**config.mk**
```make
export PLATFORM = sky130hd
export DESIGN_NAME = cmp_share_arbiter_flat
export DESIGN_NICKNAME = d
export VERILOG_FILES = /design/src/rtl/cmp_ctrl_pkg.sv /design/src/rtl/cmp_share_arbiter_if.sv /design/src/rtl/cmp_core.sv /design/src/rtl/cmp_share_arbiter.sv /design/src/flat_wrapper.sv
export SDC_FILE = /design/constraint.sdc
export NUM_CORES = 1
export LEC_CHECK = 0
export ABC_AREA = 1
export CAP_MARGIN = 20
export CORE_ASPECT_RATIO = 0.75
export CORE_UTILIZATION = 41
export DETAILED_ROUTE_END_ITERATION = 10
export PLACE_DENSITY = 0.72
export SYNTH_ARGS = -nofsm -noshare
export SYNTH_HDL_FRONTEND = slang
export SYNTH_SLANG_ARGS = --single-unit
```
**constraint.sdc**
```tcl
create_clock -name clk -period 3.9 [get_ports clk]
set_input_delay 0.78 -clock clk [delete_from_list [all_inputs] [get_ports clk]]
set_output_delay 0.78 -clock clk [all_outputs]
set_load 0.02 [all_outputs]
```
**src/rtl/cmp_ctrl_pkg.sv**
```systemverilog
// Shared types and sizing for the shared-comparator arbiter.
// The FSM encoding, default dimensions and requester-ID width derivation live here.
package cmp_ctrl_pkg;

   typedef enum logic {
      IDLE    = 1'b0,
      COMPARE = 1'b1
   } state_t;

   typedef struct packed {
      logic gt;
      logic lt;
      logic eq;
   } cmp_flags_t;

   localparam int unsigned DEF_NUM_REQ = 4;
   localparam int unsigned DEF_WIDTH   = 4;

   function automatic int unsigned id_width(input int unsigned n);
      return (n < 2) ? 1 : $clog2(n);
   endfunction

endpackage

```
**src/rtl/cmp_share_arbiter_if.sv**
```systemverilog
// Request/grant/result bundle between the client blocks and the shared comparator.
interface cmp_share_arbiter_if
   import cmp_ctrl_pkg::*;
#(
   parameter int unsigned NUM_REQ = DEF_NUM_REQ,
   parameter int unsigned WIDTH   = DEF_WIDTH
) ();
   localparam int unsigned ID_W = id_width(NUM_REQ);

   logic [NUM_REQ-1:0]       req;
   logic [NUM_REQ*WIDTH-1:0] a_in;
   logic [NUM_REQ*WIDTH-1:0] b_in;
   logic [NUM_REQ-1:0]       gnt;
   logic                     busy;
   logic                     res_valid;
   logic [ID_W-1:0]          res_id;
   logic                     res_gt;
   logic                     res_lt;
   logic                     res_eq;

   modport master (
      output req, a_in, b_in,
      input  gnt, busy, res_valid, res_id, res_gt, res_lt, res_eq
   );

   modport slave (
      input  req, a_in, b_in,
      output gnt, busy, res_valid, res_id, res_gt, res_lt, res_eq
   );
endinterface

```
**src/rtl/cmp_core.sv**
```systemverilog
// Unsigned full-width magnitude comparator; purely combinational.
module cmp_core #(
   parameter int unsigned WIDTH = 4
) (
   input  logic [WIDTH-1:0] a,
   input  logic [WIDTH-1:0] b,
   output logic             gt,
   output logic             lt,
   output logic             eq
);
   assign gt = (a > b);
   assign lt = (a < b);
   assign eq = (a == b);
endmodule

```
**src/rtl/cmp_share_arbiter.sv**
```systemverilog
// Round-robin arbiter sharing one magnitude comparator among NUM_REQ requesters.
// Grant and operand latch in IDLE, tagged result one cycle later in COMPARE.
module cmp_share_arbiter
   import cmp_ctrl_pkg::*;
#(
   parameter int unsigned NUM_REQ = DEF_NUM_REQ,
   parameter int unsigned WIDTH   = DEF_WIDTH
) (
   input logic                clk,
   input logic                rst_n,
   cmp_share_arbiter_if.slave bus
);
   localparam int unsigned ID_W = id_width(NUM_REQ);

   state_t             state, state_d;
   logic [ID_W-1:0]    last_id, last_id_d;
   logic [ID_W-1:0]    cur_id, cur_id_d;
   logic [WIDTH-1:0]   op_a, op_a_d;
   logic [WIDTH-1:0]   op_b, op_b_d;
   logic [NUM_REQ-1:0] gnt_q, gnt_d;
   logic               res_valid_q, res_valid_d;
   logic [ID_W-1:0]    res_id_q, res_id_d;
   cmp_flags_t         res_q, res_d;

   logic [WIDTH-1:0]   a_arr [NUM_REQ];
   logic [WIDTH-1:0]   b_arr [NUM_REQ];
   logic               found;
   logic [ID_W-1:0]    pick;
   logic [ID_W-1:0]    cand;
   logic               core_gt, core_lt, core_eq;

   for (genvar i = 0; i < NUM_REQ; i++) begin : g_slice
      assign a_arr[i] = bus.a_in[i*WIDTH +: WIDTH];
      assign b_arr[i] = bus.b_in[i*WIDTH +: WIDTH];
   end

   cmp_core #(.WIDTH(WIDTH)) u_core (
      .a  (op_a),
      .b  (op_b),
      .gt (core_gt),
      .lt (core_lt),
      .eq (core_eq)
   );

   // Rotating priority: the requester after the last grant is checked first.
   always_comb begin
      found = 1'b0;
      pick  = '0;
      cand  = '0;
      for (int unsigned k = 1; k <= NUM_REQ; k++) begin
         cand = ID_W'((32'(last_id) + k) % NUM_REQ);
         if (!found && bus.req[cand]) begin
            found = 1'b1;
            pick  = cand;
         end
      end
   end

   always_comb begin
      state_d     = state;
      last_id_d   = last_id;
      cur_id_d    = cur_id;
      op_a_d      = op_a;
      op_b_d      = op_b;
      gnt_d       = '0;
      res_valid_d = 1'b0;
      res_id_d    = res_id_q;
      res_d       = res_q;
      case (state)
         IDLE: begin
            if (found) begin
               gnt_d     = NUM_REQ'(1) << pick;
               op_a_d    = a_arr[pick];
               op_b_d    = b_arr[pick];
               cur_id_d  = pick;
               last_id_d = pick;
               state_d   = COMPARE;
            end
         end
         COMPARE: begin
            res_valid_d = 1'b1;
            res_id_d    = cur_id;
            res_d       = '{gt: core_gt, lt: core_lt, eq: core_eq};
            state_d     = IDLE;
         end
         default: state_d = IDLE;
      endcase
   end

   always_ff @(posedge clk or negedge rst_n) begin
      if (!rst_n) begin
         state       <= IDLE;
         last_id     <= ID_W'(NUM_REQ - 1);
         cur_id      <= '0;
         op_a        <= '0;
         op_b        <= '0;
         gnt_q       <= '0;
         res_valid_q <= 1'b0;
         res_id_q    <= '0;
         res_q       <= '0;
      end else begin
         state       <= state_d;
         last_id     <= last_id_d;
         cur_id      <= cur_id_d;
         op_a        <= op_a_d;
         op_b        <= op_b_d;
         gnt_q       <= gnt_d;
         res_valid_q <= res_valid_d;
         res_id_q    <= res_id_d;
         res_q       <= res_d;
      end
   end

   assign bus.gnt       = gnt_q;
   assign bus.busy      = (state == COMPARE);
   assign bus.res_valid = res_valid_q;
   assign bus.res_id    = res_id_q;
   assign bus.res_gt    = res_q.gt;
   assign bus.res_lt    = res_q.lt;
   assign bus.res_eq    = res_q.eq;
endmodule

```
**src/flat_wrapper.sv**
```systemverilog
// flat-port wrapper written by rule: the top's interface ports become plain ports
module cmp_share_arbiter_flat import cmp_ctrl_pkg::*;
#(
   parameter int unsigned NUM_REQ = DEF_NUM_REQ,
   parameter int unsigned WIDTH   = DEF_WIDTH
)
  (clk, rst_n, bus_req, bus_a_in, bus_b_in, bus_gnt, bus_busy, bus_res_valid, bus_res_id, bus_res_gt, bus_res_lt, bus_res_eq);
  cmp_share_arbiter_if #(.NUM_REQ(NUM_REQ), .WIDTH(WIDTH)) bus_i ();
  input logic clk;
  input logic rst_n;
  input wire logic [$bits(bus_i.req)-1:0] bus_req;
  input wire logic [$bits(bus_i.a_in)-1:0] bus_a_in;
  input wire logic [$bits(bus_i.b_in)-1:0] bus_b_in;
  output wire logic [$bits(bus_i.gnt)-1:0] bus_gnt;
  output wire logic [$bits(bus_i.busy)-1:0] bus_busy;
  output wire logic [$bits(bus_i.res_valid)-1:0] bus_res_valid;
  output wire logic [$bits(bus_i.res_id)-1:0] bus_res_id;
  output wire logic [$bits(bus_i.res_gt)-1:0] bus_res_gt;
  output wire logic [$bits(bus_i.res_lt)-1:0] bus_res_lt;
  output wire logic [$bits(bus_i.res_eq)-1:0] bus_res_eq;
  assign bus_i.req = bus_req;
  assign bus_i.a_in = bus_a_in;
  assign bus_i.b_in = bus_b_in;
  assign bus_gnt = bus_i.gnt;
  assign bus_busy = bus_i.busy;
  assign bus_res_valid = bus_i.res_valid;
  assign bus_res_id = bus_i.res_id;
  assign bus_res_gt = bus_i.res_gt;
  assign bus_res_lt = bus_i.res_lt;
  assign bus_res_eq = bus_i.res_eq;
  cmp_share_arbiter #(.NUM_REQ(NUM_REQ), .WIDTH(WIDTH)) u_core (.clk(clk), .rst_n(rst_n), .bus(bus_i));
endmodule
```
==> run summary, run 1 <==
Clock latency on the worst-skew pair = 0.26 ns
Gr ovfl total = 0
Worst Max-Slew Pin Slew = 0.501 ns
Placer congestion estimate = 0.846
Largest net degree at the start of global routing = 24
Clock skew = 0.00133 ns
Synth warn = 0
Max Cap Violations = 0
Worst min path class = reg -> reg
Wire per inst = 10.4 um
Avg Cell Area, Syn = 6.73 um2
Area grow syn2layout = 35.4%
Sum Neg Setup Slack = 0 ns
# setup viols final = 0
Reg2reg end = u_core.cur_id[0]$_DFFE_PN0P_
Final Cycle Share = 0.664
Routed wire length = 3.46 mm
Worst-path clk slew = 0.08 ns
Drt drc = 0
Worst setup EP type = flop
GRT Resource Usage Total = 0.195
Achievable frequency = 0.386 GHz
Chip Height = 55.7 um
CTS sink count = 23
Die area = 0.00410 mm2
Outcome = finished, final reports clean
RSZ-0062 raised after global routing = no
R2r setup slk = 1.50 ns
Worst Hold Path Cells = 2
Worst EP arrival = 2.73 ns
FF-to-FF path depth = 11
R2r startpoint = u_core.last_id[0]$_DFFE_PN1P_
Synth area leaders = dfrtp_1, nand2_1, nand3_1, inv_1, nand2_2
First-pass GRT wire length = 6.28 mm
Post-CTS Setup Bufs = 0
Total core area = 0.00366 mm2
N_diodes = 0
Sequential-to-total area share from yosys stat = 0.367
Post-synth top area share = 0.334
Hold Buf Count CTS = 0
Fin. max-slew vios = 0
Number of top-level pins = 49
Area leader, netlist = dfrtp_1
Worst setup SP type = input port
Vias in the first global route = 1434
Crit path launch = bus_req[3]
DRT iter0 DRCs = 110
Final HPWL DP = 2.69 mm
Vias = 1517
Number of gates resized after cts = 0
Post-DP Area = 0.00207 mm2
Fin area = 0.00213 mm2
CTS max path bufs = 2
Syn_nets = 276
Synthesized area = 0.00158 mm2
Crit path to = u_core.cur_id[0]$_DFFE_PN0P_
TritonCTS clock tree = built
Row Count = 19
Final Hold Fails = 0
Worst Path Required = 4.04 ns
PortBufs = 48
Kind of critical path = in -> reg
Synthesized instance count = 234
Share of layout cells above drive strength 1 = 0.0961
Initial Utilization = 0.430
TritonCTS Buffers = 3
Initial antenna violation count = 0
Synthesized flop and latch total = 23
H-Tree Depth = 1
Layout net count = 324
Root buf cell = clkbuf_8
Width of the chip = 73.6 um
Min Tclk post-route = 2.59 ns
Rel. slew slack = 0.665
Post-DRT Antenna Nets = 0
Crit-path max FO = 16
Pleak = 0.00114 uW
Worst vdd ir = 0.292 mV
Pwr Density = 936 mW/mm2
DR pass1 iterations = 4
Via density = 4.56
Count of distinct cell types in the synthesized netlist = 22
kinds of logic after synthesis:
kind of cell,count (synthesis),synth area share
AO/OA/AOI/OAI,14,0.0500
buffers and inverters,51,0.140
AND/OR/NAND/NOR,142,0.411
flip-flops,23,0.367
adder cells (fa/ha/maj),4,0.0318
final cells by class:
| type | instances | area, um2 |
|---|---|---|
| tap | 52 | 65.1 |
| clock buffer | 3 | 41.3 |
| inverter | 45 | 171 |
| multi-input combinational | 160 | 777 |
| clock inverter | 1 | 5.00 |
| fill | 388 | 1530 |
| timing repair buffer | 49 | 495 |
| sequential | 23 | 578 |
sequential cells by signal, summed over array words and instances, names as in the netlist:
name	count
u_core.bus.res_gt	1
u_core.last_id	2
u_core.bus.res_valid	1
u_core.bus.res_id	2
u_core.bus.res_lt	1
u_core.op_a	4
u_core.op_b	4
u_core.bus.gnt	4
u_core.bus.busy	1
u_core.bus.res_eq	1
u_core.cur_id	2
critical path: stages:
cell and delay, ns:
clkdlybuf4s50_1 0.42, nand2_1 0.09, nand2_1 0.09, nand2_1 0.07, inv_1 0.05, nor2_1 0.17, nand3_4 0.21, nand2_1 0.35
inv_1 0.27, nand2_1 0.16, o21ai_1 0.08
stage by stage:
step | utilization | total power [uW] | hold slack, ns | worst slack [ns] | instances
2_1_floorplan | - | 1560 | 0.449 | 1.99 | 234
3_3_place_gp | 0.566 | 1830 | 0.455 | 1.06 | 328
3_5_place_dp | 0.566 | 1850 | 0.459 | 1.04 | 328
4_1_cts | 0.579 | 2000 | 0.479 | 1.32 | 332
5_1_grt | 0.583 | 2230 | 0.506 | 1.01 | 333
6_report | 0.583 | 2000 | 0.472 | 1.31 | 333
cell usage after synthesis (all sizes together):
cell and number:
nand2 92, inv 45, nand3 38, dfrtp 21, nor2 12, buf 6, o21ai 6, a21oi 4
ha 4, dfstp 2, o211ai 2, a31oi 1, o21a 1
cells in the final DEF, fill, tap and decap left out, drive strengths merged:
cell and n:
dfrtp 21, dfstp 2, clkinv 1, buf 1, nor2 12, o211ai 2
nand2 92, clkbuf 3, nand3 38, o21a 1, o21ai 6, a21oi 4
clkdlybuf4s50 48, inv 45, ha 4, a31oi 1
power breakdown:
group          switching, uW  internal, uW  leakage [uW]
registers               80.5           370      0.000281
logic                    911           492      0.000837
clock network           72.4          71.2     0.0000255
total                   1060           933       0.00114
routing by layer:
metal	wire [um]	up-vias	global-route usage
met5	0	-	0
met4	0	0	0.00824
met3	199	0	0.0580
met2	1500	48	0.294
met1	1760	659	0.290
li1	-	810	-
worst min-delay path by stage:
| stage | to | slack [ns] | from |
|---|---|---|---|
| 2_1_floorplan | u_core.op_a[0]$_DFFE_PN0P_ | 0.45 | u_core.op_a[0]$_DFFE_PN0P_ |
| 3_3_place_gp | u_core.bus.res_id[1]$_DFFE_PN0P_ | 0.46 | u_core.bus.res_id[1]$_DFFE_PN0P_ |
| 3_5_place_dp | u_core.bus.res_id[1]$_DFFE_PN0P_ | 0.46 | u_core.bus.res_id[1]$_DFFE_PN0P_ |
| 4_1_cts | u_core.bus.res_id[1]$_DFFE_PN0P_ | 0.48 | u_core.bus.res_id[1]$_DFFE_PN0P_ |
| 5_1_grt | u_core.bus.res_id[1]$_DFFE_PN0P_ | 0.51 | u_core.bus.res_id[1]$_DFFE_PN0P_ |
| 6_report | u_core.bus.res_id[1]$_DFFE_PN0P_ | 0.47 | u_core.bus.res_id[1]$_DFFE_PN0P_ |
No activity file was read; power rests on OpenSTA's default activity.
==> run 2, diff against run 1 <==
PLACE_DENSITY = 0.75   (was 0.72)
clock period = 2.17 ns   (was 3.9 ns; I/O delays follow)
==> run 2 against run 1 <==
Power grew 89%; first-iteration DRC count shrank 43%; wire length shrank 0.40%; setup slack lost 1.1 ns; largest power group unchanged.
==> run summary, run 2 (synthesized netlist as in run 1, its figures left out) <==
Outcome = finished, final reports clean
Cells along the critical path = buf_4, nand2_1, nand2_1, nand2_2, nand2_2, inv_1, nand2_1, nand2_1, nand2_4, nand3_1, nand3_1, nand2_1, nand2_1, nand2_1
Width of the chip = 73.6 um
Worst Max-Slew Pin Slew = 0.282 ns
Pwr Density = 1720 mW/mm2
Fin area = 0.00220 mm2
# setup viols final = 0
Worst setup EP type = flop
Max Cap Violations = 0
Final Hold Fails = 0
TritonCTS clock tree = built
Total core area = 0.00366 mm2
Row Count = 19
Fin. max-slew vios = 0
N_diodes = 0
Root buf cell = clkbuf_8
Drt drc = 0
Final HPWL DP = 2.70 mm
Number of top-level pins = 49
GRT Resource Usage Total = 0.187
Initial Utilization = 0.430
Placed cells = 337
Wire per inst = 10.1 um
Most common cell after layout, fill and taps aside = nand2_1
RSZ-0062 raised after global routing = no
Layout net count = 333
Worst setup SP type = flop
Commonest non-fill, non-tap cells in the layout = nand2_1, clkdlybuf4s50_1, inv_1
Clock latency on the worst-skew pair = 0.26 ns
Hold Buf Count CTS = 0
Initial antenna violation count = 0
Sum Neg Setup Slack = 0 ns
TritonCTS Buffers = 3
Worst Path Required = 2.33 ns
Kind of critical path = reg -> reg
Post-DP Area = 0.00214 mm2
Worst EP arrival = 2.12 ns
Vias = 1573
Final Cycle Share = 0.906
Worst path max stage delay = 0.60 ns
CTS max path bufs = 2
Routed wire length = 3.44 mm
Vias in the first global route = 1522
Via density = 4.60
Worst Path Buf+Inv = 2
PortBufs = 48
Rel. slew slack = 0.812
Clock skew = 0.00100 ns
Finished Layout Cells = 342
Chip Height = 55.7 um
Pleak = 0.00119 uW
Worst min path class = reg -> reg
DRT iter0 DRCs = 63
Crit-path max FO = 15
Largest net degree at the start of global routing = 24
Gr ovfl total = 0
Post-DRT Antenna Nets = 0
Worst vdd ir = 0.639 mV
Worst-path clk slew = 0.08 ns
Family with the most delay on the worst path = simple AND/OR/NAND/NOR gates
Share of layout cells above drive strength 1 = 0.124
DR pass1 iterations = 4
First-pass GRT wire length = 6.15 mm
R2r setup slk = 0.20 ns
Placer congestion estimate = 0.846
Die area = 0.00410 mm2
Min Tclk post-route = 1.97 ns
CTS sink count = 23
Area grow syn2layout = 39.6%
CP most frequent cell = nand2_1
H-Tree Depth = 1
Crit path max-delay cell type = dfstp_2
Achievable frequency = 0.509 GHz
-- run 2: final timing paths --
| check | depth (start not counted) | endpoint | startpoint |
|---|---|---|---|
| setup reg to reg | 14 | u_core.op_a[3]$_DFFE_PN0P_ | u_core.last_id[0]$_DFFE_PN1P_ |
| hold reg to reg | 2 | u_core.bus.res_id[1]$_DFFE_PN0P_ | u_core.bus.res_id[1]$_DFFE_PN0P_ |
| hold / removal | 2 | u_core.bus.res_id[1]$_DFFE_PN0P_ | u_core.bus.res_id[1]$_DFFE_PN0P_ |
| max in group asynchronous | 2 | u_core.last_id[0]$_DFFE_PN1P_ | rst_n |
| min in group asynchronous | 2 | u_core.bus.gnt[1]$_DFF_PN0_ | rst_n |
| setup / recovery | 14 | u_core.op_a[3]$_DFFE_PN0P_ | u_core.last_id[0]$_DFFE_PN1P_ |
-- run 2: power breakdown --
part | internal [uW] | switching [uW]
Clock | 128 | 131
Sequential | 664 | 127
Combinational | 1060 | 1670
-- run 2: layer usage --
layer,up-vias,share of wire,global-route usage
met5,-,0,0
met4,0,0.0020,0.0220
met3,2,0.072,0.0598
met2,60,0.43,0.303
met1,681,0.50,0.253
li1,830,-,-
-- run 2: layout make-up --
cell class,count,area (um2)
fillers,368,1460
multi-input cells,160,782
flip-flops and latches,23,578
repair buffers,58,556
inverters,45,171
well taps,52,65.1
clock buffers,3,41.3
clock inverters,1,5.00
-- run 2: repair_timing --
item | CTS | global route
gates resized for setup | 0 | 1
buffers inserted | 0 | 1
endpoints found under the setup margin | 0 | 10
-- run 2: tightest hold or removal path, stage by stage, from the launching register on --
cell and delay, ns:
dfrtp_1 0.35, nand2_1 0.05, nand2_1 0.04
-- run 2: per-stage QoR --
step | util | power (uW) | hold slack, ns | setup WS [ns]
after CTS | 0.597 | 3770 | 0.479 | 0.140
after global routing | 0.600 | 4240 | 0.500 | 0.0353
final | 0.600 | 3780 | 0.471 | 0.205
after floorplan | - | 2800 | 0.138 | 0.371
after detailed placement | 0.584 | 3500 | 0.459 | -0.0829
after global placement | 0.584 | 3450 | 0.457 | 0.0101
